**src/rtl/stream_mux_pkg.sv**
```systemverilog
// ---------------------------------------------------------------------------
// stream_mux_pkg
// Shared types and helpers for the stream_mux packet-aware stream multiplexer.
//   state_t  : arbitration FSM states (IDLE = free to pick a channel,
//              LOCKED = a multi-beat packet owns the output)
//   next_ch  : modulo-M increment of a channel index
// Configuration macro used by the users of this package: STREAM_MUX_RR_EN
// ---------------------------------------------------------------------------
package stream_mux_pkg;

    typedef enum logic {
        IDLE   = 1'b0,
        LOCKED = 1'b1
    } state_t;

    // Channel after ch, wrapping back to 0 at m.
    function automatic int next_ch(input int ch, input int m);
        return (ch + 1 >= m) ? 0 : ch + 1;
    endfunction

endpackage

```
**src/rtl/stream_mux_arbiter.sv**
```systemverilog
// ---------------------------------------------------------------------------
// rr_arbiter
// Combinational round-robin pick: the first requesting channel found when
// searching ptr, ptr+1, ... (mod M).
// Ports:
//   req     in  M   per-channel request (valid)
//   ptr     in  SW  channel that has first priority
//   gnt_id  out SW  chosen channel (0 when nothing requests)
//   gnt_any out 1   at least one channel requests
// Only instantiated by stream_mux when STREAM_MUX_RR_EN is defined.
// ---------------------------------------------------------------------------
module rr_arbiter
    import stream_mux_pkg::*;
#(
    parameter  int M  = 4,
    localparam int SW = $clog2(M)
) (
    input  logic [M-1:0]  req,
    input  logic [SW-1:0] ptr,
    output logic [SW-1:0] gnt_id,
    output logic          gnt_any
);

    int ch;

    // Walk the ring once starting at ptr; the first hit wins.
    always_comb begin
        gnt_id  = '0;
        gnt_any = 1'b0;
        ch      = int'(ptr);
        for (int k = 0; k < M; k++) begin
            if (!gnt_any && req[ch]) begin
                gnt_id  = SW'(ch);
                gnt_any = 1'b1;
            end
            ch = next_ch(ch, M);
        end
    end

endmodule

```
**src/rtl/stream_mux.sv**
```systemverilog
// ---------------------------------------------------------------------------
// stream_mux
// M-input, N-bit valid/ready stream multiplexer with packet locking. Once a
// channel is granted it keeps the grant until its in_last beat transfers.
// A single registered output stage gives 1-cycle latency at full throughput.
// Ports:
//   clk        in  1      clock, rising edge
//   rst_n      in  1      asynchronous active-low reset
//   sel        in  SW     requested channel (external-select mode)
//   in_data    in  N x M  per-channel data
//   in_valid   in  M      per-channel valid
//   in_last    in  M      per-channel end-of-packet flag
//   in_ready   out M      per-channel ready
//   out_data   out N      registered data
//   out_last   out 1      registered end-of-packet flag
//   out_ch     out SW     channel id of the current output beat
//   out_valid  out 1      output valid
//   out_ready  in  1      consumer ready
// Configuration macro STREAM_MUX_RR_EN:
//   defined   -> round-robin arbitration among valid channels, sel ignored
//   undefined -> the channel is chosen by sel (sel >= M selects nothing)
// ---------------------------------------------------------------------------
module stream_mux
    import stream_mux_pkg::*;
#(
    parameter  int N  = 8,
    parameter  int M  = 4,
    localparam int SW = $clog2(M)
) (
    input  logic          clk,
    input  logic          rst_n,
    input  logic [SW-1:0] sel,
    input  logic [N-1:0]  in_data [M],
    input  logic [M-1:0]  in_valid,
    input  logic [M-1:0]  in_last,
    output logic [M-1:0]  in_ready,
    output logic [N-1:0]  out_data,
    output logic          out_last,
    output logic [SW-1:0] out_ch,
    output logic          out_valid,
    input  logic          out_ready
);

    state_t        state;
    state_t        state_next;
    logic [SW-1:0] grant_reg;
    logic [SW-1:0] grant;
    logic          grant_ok;
    logic          en;
    logic          xfer;
    logic [N-1:0]  beat_data;
    logic          beat_last;

    // The output stage can accept a new beat when empty or being drained.
    assign en        = ~out_valid | out_ready;
    assign xfer      = |(in_valid & in_ready);
    assign beat_data = in_data[grant];
    assign beat_last = in_last[grant];

`ifdef STREAM_MUX_RR_EN
    logic [SW-1:0] rr_ptr;
    logic [SW-1:0] arb_id;
    logic          arb_any;
    logic          unused_sel;

    assign unused_sel = ^sel;

    rr_arbiter #(.M(M)) u_arb (
        .req     (in_valid),
        .ptr     (rr_ptr),
        .gnt_id  (arb_id),
        .gnt_any (arb_any)
    );

    // Priority moves past the channel whose packet just finished.
    always_ff @(posedge clk or negedge rst_n) begin
        if (!rst_n) begin
            rr_ptr <= '0;
        end else if (xfer && beat_last) begin
            rr_ptr <= SW'(next_ch(int'(grant), M));
        end
    end
`endif

    // While LOCKED the latched grant is authoritative and always legal;
    // in IDLE the grant is recomputed every cycle.
    always_comb begin
        grant    = grant_reg;
        grant_ok = 1'b1;
        if (state == IDLE) begin
`ifdef STREAM_MUX_RR_EN
            grant    = arb_id;
            grant_ok = arb_any;
`else
            grant    = sel;
            grant_ok = (int'(sel) < M);
`endif
        end
    end

    // FSM state register.
    always_ff @(posedge clk or negedge rst_n) begin
        if (!rst_n) begin
            state <= IDLE;
        end else begin
            state <= state_next;
        end
    end

    // FSM next state: a non-last beat opens a packet, a last beat closes it.
    always_comb begin
        state_next = state;
        case (state)
            IDLE:    if (xfer && !beat_last) state_next = LOCKED;
            LOCKED:  if (xfer &&  beat_last) state_next = IDLE;
            default: state_next = IDLE;
        endcase
    end

    // FSM output: only the granted channel sees ready, and never in reset.
    always_comb begin
        in_ready = '0;
        if (rst_n && en && grant_ok) begin
            in_ready[grant] = 1'b1;
        end
    end

    // Remember which channel owns the packet in flight.
    always_ff @(posedge clk or negedge rst_n) begin
        if (!rst_n) begin
            grant_reg <= '0;
        end else if (xfer) begin
            grant_reg <= grant;
        end
    end

    // Output register: load on input transfer, empty when drained with no
    // new beat, hold everything while the consumer stalls.
    always_ff @(posedge clk or negedge rst_n) begin
        if (!rst_n) begin
            out_valid <= 1'b0;
            out_data  <= '0;
            out_last  <= 1'b0;
            out_ch    <= '0;
        end else if (xfer) begin
            out_valid <= 1'b1;
            out_data  <= beat_data;
            out_last  <= beat_last;
            out_ch    <= grant;
        end else if (en) begin
            out_valid <= 1'b0;
        end
    end

endmodule

```
**config.mk**
```make
export PLATFORM = sky130hd
export DESIGN_NAME = stream_mux
export DESIGN_NICKNAME = d
export VERILOG_FILES = /design/src/rtl/stream_mux_pkg.sv /design/src/rtl/stream_mux_arbiter.sv /design/src/rtl/stream_mux.sv
export SDC_FILE = /design/constraint.sdc
export NUM_CORES = 1
export LEC_CHECK = 0
export ABC_AREA = 1
export ABC_CLOCK_PERIOD_IN_PS = 1980
export CELL_PAD_IN_SITES_DETAIL_PLACEMENT = 0
export CELL_PAD_IN_SITES_GLOBAL_PLACEMENT = 1
export CORE_MARGIN = 5
export CORE_UTILIZATION = 23
export CTS_BUF_LIST = sky130_fd_sc_hd__clkbuf_16
export DETAILED_ROUTE_END_ITERATION = 6
export HOLD_SLACK_MARGIN = 0.15
export PLACE_DENSITY_LB_ADDON = 0.12
export SYNTH_ARGS = -nofsm -noshare
export SYNTH_HDL_FRONTEND = slang
export SYNTH_SLANG_ARGS = --single-unit
```
**constraint.sdc**
```tcl
create_clock -name clk -period 1.98 [get_ports clk]
set_clock_uncertainty 0.15 [all_clocks]
set_input_delay 0.396 -clock clk [delete_from_list [all_inputs] [get_ports clk]]
set_output_delay 0.396 -clock clk [all_outputs]
set_load 0.02 [all_outputs]
```
==> flow_metrics.py <==
metrics = {
    "timing": {
        "max_slew_margin": 0.8473,
        "hold-worst-slack_ns": 0.3229,
        "drv_slew": 0,
        "tightest_slew_ns": 0.2283,
        "period_share": 0.9679,
        "max_freq_ghz": 0.5218,
        "period_minus_slack_ns": 1.916,
        "hold_violations": 0,
        "rsz0062_at_grt": "false",
        "setup_viol": 0,
    },
    "power_and_ir_drop": {
        "p_per_area_mw_per_mm2": 1337,
        "ir_worst_vdd_mv": 0.5797,
        "p_seq_frac": 0.195,
        "leakage_nw": 0.9064,
        "netSwitchingFraction": 0.4337,
        "p_switching_mw": 1.075,
        "power_mw": 2.479,
        "combPwrFrac": 0.654,
        "clockPowerShare": 0.150,
        "internal_power_mw": 1.404,
    },
    "synthesis": {
        "synth.yosys.seq_area_share": 0.3312,
        "synth_top_area_cell": "dfrtp_1",
        "ys_ff_latch": 13,
        "synth_area_um2": 982.2,
        "yosys_warnings": 0,
        "synthCells": 153,
        "synth_fp_nets": 198,
        "synthTopCellsByArea": "dfrtp_1 (33%), nand2_1 (29%), nand2_2 (7.0%)",
        "synth_top_area_frac": 0.3312,
        "synth.distinct_cells": 16,
        "syn_area_per_cell_um2": 6.420,
    },
    "die": {
        "row_count": 23,
        "core_mm2": 0.004058,
        "dieArea_mm2": 0.005678,
        "start_util": 0.2421,
        "die_w_um": 75.35,
        "ios": 61,
        "chipHeight_um": 75.35,
    },
    "clocking": {
        "clk_pin_slew_worst_paths_ns": 0.04,
        "cts-root-buf": "clkbuf_16",
        "clockBufferDepth": 2,
        "htree_levels": 1,
        "clock_sinks": 13,
        "worstSkewPairLatency_ns": 0.24,
        "cts_buffers": 3,
        "cts_tree": "yes",
    },
    "detailed_routing": {
        "drt_first_pass_iters": 4,
        "drtIter0Drc": 61,
        "via_per_inst": 4.151,
        "wl_um": 3589,
        "drc_errors": 0,
        "routedWlPerCell_um": 12.86,
        "vias": 1158,
        "ant_nets": 0,
    },
    "finish": {
        "layout-drive-gt1-share": 0.2358,
        "stdcell_count": 279,
        "final_core_util": 0.4570,
        "nets": 275,
        "final_cell_mix": "nand2_1 (75), clkdlybuf4s50_1 (54), buf_4 (19), dfrtp_1 (13), nand2_2 (12)",
        "postLayoutCellArea_mm2": 0.001854,
        "area_delta_synth_final_pct": 88.79,
        "n_antenna_cell": 0,
        "largest_reg_flops": 8,
        "layout_commonest_cell": "nand2_1",
    },
    "global_route": {
        "top_usage_layer": "met2",
        "grt_max_degree": 15,
        "use_met1": 0.1853,
        "grt.overflow.total": 0,
        "grtUsageMet2": 0.2119,
        "met3_usage": 0.02375,
        "grt_pass1_vias": 1237,
        "antenna_found_initial": 0,
        "grt_pass1_wl_um": 5892,
        "track_usage": 0.1323,
    },
    "place": {
        "dp.cells": 274,
        "hpwl_um": 2942,
        "port_buffers": 60,
        "post_dp_cell_area_mm2": 0.001743,
        "gp_congestion": 0.7924,
    },
    "worst_setup_path": {
        "critPathCaptureType": "output port",
        "crit_fanout": 4,
        "required_ns": 1.43,
        "worstSetupPathType": "primary input to output port",
        "ff2ff_path_depth": 8,
        "critical_path_arrival_ns": 1.37,
        "startpoint_type": "primary input",
    },
    "run": {
        "drv_cap": 0,
    },
    "worst_hold_path": {
        "min_path_cells": 2,
        "hp-class": "primary input to flip-flop",
    },
    "status": {
        "status": "completed",
    },
}
## cells in the mapped netlist
cell type and count:
nand2_4 1, dfrtp_1 13, nor2_1 3, inv_1 8, nand3_2 2, inv_2 2, nand2_2 11, buf_6 2
o21ai_2 1, nand4_1 2, buf_2 4, o21ai_1 11, nand3_1 10, nor3_1 4, nand2_1 76, nor2_4 3
## layer usage
metal | vias to the layer above | share of wire
li1 | 628 | -
met1 | 486 | 0.48
met2 | 41 | 0.43
met3 | 3 | 0.086
met4 | 0 | 0.0061
met5 | - | 0
## cell type report
class	instances	area (um2)
flip-flops and latches	13	325.3
clock inverters	1	3.754
fillers	417	2203
inverters	10	37.54
well taps	50	62.56
multi-input cells	124	614.3
repair buffers	78	735.7
clock buffers	3	75.07
## repair_timing
action / in CTS / in global routing
setup endpoints to repair: 4 / 4
hold buffers: 1 / 0
resized for setup: 30 / 6
pin swaps: 1 / 2
buffers inserted: 0 / 0
endpoints found under the hold margin: 13 / 0
## final timing paths
check	end	from	slack [ns]
min in group asynchronous	out_data[5]$_DFFE_PN0P_	rst_n	0.64
max reg2reg	out_data[0]$_DFFE_PN0P_	flip-flop	0.21
min reg2reg	out_data[4]$_DFFE_PN0P_	out_data[4]$_DFFE_PN0P_	0.34
max	in_ready[3]	sel[1]	0.06
min	out_valid$_DFFE_PN0P_	out_ready	0.32
max in group asynchronous	out_data[7]$_DFFE_PN0P_	rst_n	0.88
## logic make-up (layout without fill, tap and decap cells)
logic type / count (synthesis) / after routing / share of synthesized area
AO/OA/AOI/OAI: 12 / 12 / 0.06497
buffers and inverters: 16 / 92 / 0.08153
flip-flops: 13 / 13 / 0.3312
AND/OR/NAND/NOR: 112 / 112 / 0.5223
## worst max-delay path, stage by stage
cell	delay, ns
clkdlybuf4s50_1	0.47
nand2_2	0.06
nand2_4	0.08
inv_1	0.07
nor3_2	0.14
buf_4	0.16
## power by group through the flow
stage	Combinational (mW)	Sequential [mW]	Clock (mW)
3_3_place_gp	1.59	0.482	0
6_report	1.62	0.484	0.372
5_1_grt	1.82	0.504	0.394
3_5_place_dp	1.60	0.485	0
2_1_floorplan	0.762	0.607	0
4_1_cts	1.62	0.487	0.380
## metrics by stage
| stage | TNS (ns) | worst slack, ns |
|---|---|---|
| 2_1_floorplan | -0.04584 | -0.02292 |
| 3_3_place_gp | -3.625 | -0.5810 |
| 6_report | 0 | 0.06353 |
| 4_1_cts | 0 | 0.006114 |
| 5_1_grt | 0 | 0.001188 |
| 3_5_place_dp | -4.104 | -0.6316 |
Note: power is estimated with default switching activity, not from simulation.
==> RTL change, RTL diff (same settings) <==
Set the parameter `M` to 2 (it was 4).
--- a/src/rtl/stream_mux.sv
+++ b/src/rtl/stream_mux.sv
@@ -24,7 +24,7 @@
     import stream_mux_pkg::*;
 #(
     parameter  int N  = 8,
-    parameter  int M  = 4,
+    parameter  int M  = 2,
     localparam int SW = $clog2(M)
 ) (
     input  logic          clk,
Interface: changed (6 resized); port bits go from 61 to 37. No check against the original RTL was run, so the function may have changed too.
==> RTL change against the original RTL <==
Routed wire length down 46%; count of clock-buffer cells in the layout unchanged; final area down 35%; worst setup slack better by 0.0093 ns; synthesized cell count down 37%; die area down 25%; sequential power down 10%; first-iteration DRC count down 72%; synthesized area down 28%; total power down 34%; sequential cell count down 1; critical path depth unchanged; critical endpoint is now in_ready[0]; largest cell class unchanged; highest routed layer unchanged.
==> RTL change: results (changes against the original RTL) <==
vias in the first global route=777 (was 1237); clock-pin slew on the worst setup and hold paths=0.04 ns (about the same); Peak VDD IR=0.311 mV (was 0.580 mV); top cells by count, synth=nand2_1 (53), dfrtp_1 (12), nand3_1 (9) (was nand2_1 (76), dfrtp_1 (13), nand2_2 (11), o21ai_1 (11), nand3_1 (10)); nets=166 (was 275); Yosys cell types=11 (was 16); Clk Latency, worst-skew pair=0.24 ns (about the same); DRT iter0 DRCs=17 (was 61); Post-DP Area=1120 um2 (was 1740 um2); register area share after synthesis=42.6% (was 33.1%); total number of vias=732 (was 1158); GRT Total Usage=10.5% (was 13.2%); CP max stage delay=around 0.48 ns; fraction of layout cells with a size suffix above 1=16.3% (was 23.6%); Routed WL=1930 um (was 3590 um); Final GP Congestion=0.685 (was 0.792); port bufs=36 (was 60); global-route wire length before repair=3430 um (was 5890 um); Post-Place Worst Slack=-0.397 ns (was -0.632 ns); relative slew slack=84.8% (was 84.7%); Mapped Nets=121 (was 198); Synth area leaders=dfrtp_1 (43%), nand2_1 (28%), nand3_1 (6.4%) (was dfrtp_1 (33%), nand2_1 (29%), nand2_2 (7.0%)); hpwl dp=1560 um (was 2940 um); Pre-antenna DRT Iters=4 (unchanged); Biggest register=out_data; n_diodes=0 (unchanged); Clock Tree Buf Depth=2 (unchanged); delay-heaviest family, CP=buffers and inverters (unchanged); internal power=1.01 mW (was 1.40 mW); HP Class=input port to async pin (was input port to flop); pin count of the biggest net entering global routing=13 (was 15); YS warnings=0 (unchanged); max reg flops=8 (unchanged); CTS Buf Count=3 (unchanged); status=finished clean (unchanged); fill count=343 (was 417); Pleak=0.612 nW (was 0.906 nW); largest fanout on the critical path=2 (was 4); Data arrival, critical path=1.36 ns; Root Buffer=clkbuf_16 (unchanged); initial antenna violation count=0 (unchanged); register area=300 um2 (was 325 um2)
==> RTL change: worst paths after layout <==
kind | cells past startpoint | to | from | slack, ns
worst min-delay path | 2 | out_last$_DFFE_PN0P_ | rst_n | 0.35
worst min register to register | 2 | out_data[1]$_DFFE_PN0P_ | out_data[1]$_DFFE_PN0P_ | 0.37
min in group clk | 2 | out_data[1]$_DFFE_PN0P_ | out_data[1]$_DFFE_PN0P_ | 0.37
worst max-delay path | 6 | in_ready[0] | rst_n | 0.07
max in group asynchronous | 2 | out_data[7]$_DFFE_PN0P_ | rst_n | 1.18
worst max register to register | 8 | out_data[6]$_DFFE_PN0P_ | flop | 0.47
==> RTL change: metrics by stage <==
stage | std cells | total power, mW
floorplan | 97 | 0.918
CTS | 174 | 1.66
detailed placement | 170 | 1.29
finish | 174 | 1.64
global route | 174 | 1.79
global placement | 170 | 1.29
==> RTL change: power groups by stage <==
stage	sequential, mW	combinational (mW)	clock [mW]
6_report	0.435	0.839	0.369
2_1_floorplan	0.551	0.367	0
4_1_cts	0.440	0.842	0.376
3_3_place_gp	0.440	0.846	0
3_5_place_dp	0.443	0.850	0
5_1_grt	0.464	0.929	0.393
==> RTL change: final cells by class <==
class,instances,area share (%)
inverters,7,2.19
clock buffers,3,6.25
flip-flops and latches,12,25.0
well taps,33,3.44
clock inverters,1,0.313
multi-input cells,74,28.2
repair buffers,44,34.6
==> RTL change: routing by layer <==
metal | part of all wire (%) | GRT usage [%]
met5 | 0 | 0
met4 | 2.1 | 4.66
met3 | 6.7 | 3.76
met2 | 48 | 16.9
met1 | 43 | 12.5
==> RTL change: what timing repair did <==
action | CTS | global route
hold buffers | 0 | 0
buffers inserted | 0 | 0
setup endpoints to repair | 2 | 2
pin swaps | 0 | 1
gates resized for setup | 8 | 4
==> RTL change: cell families (layout without fill, tap and decap cells) <==
kind of cell / after synthesis / in the layout / share of synthesized area [%]
AND/OR/NAND/NOR: 71 / 71 / 44.1
flip-flops: 12 / 12 / 42.6
buffers and inverters: 11 / 55 / 9.59
AO/OA/AOI/OAI: 3 / 3 / 3.73
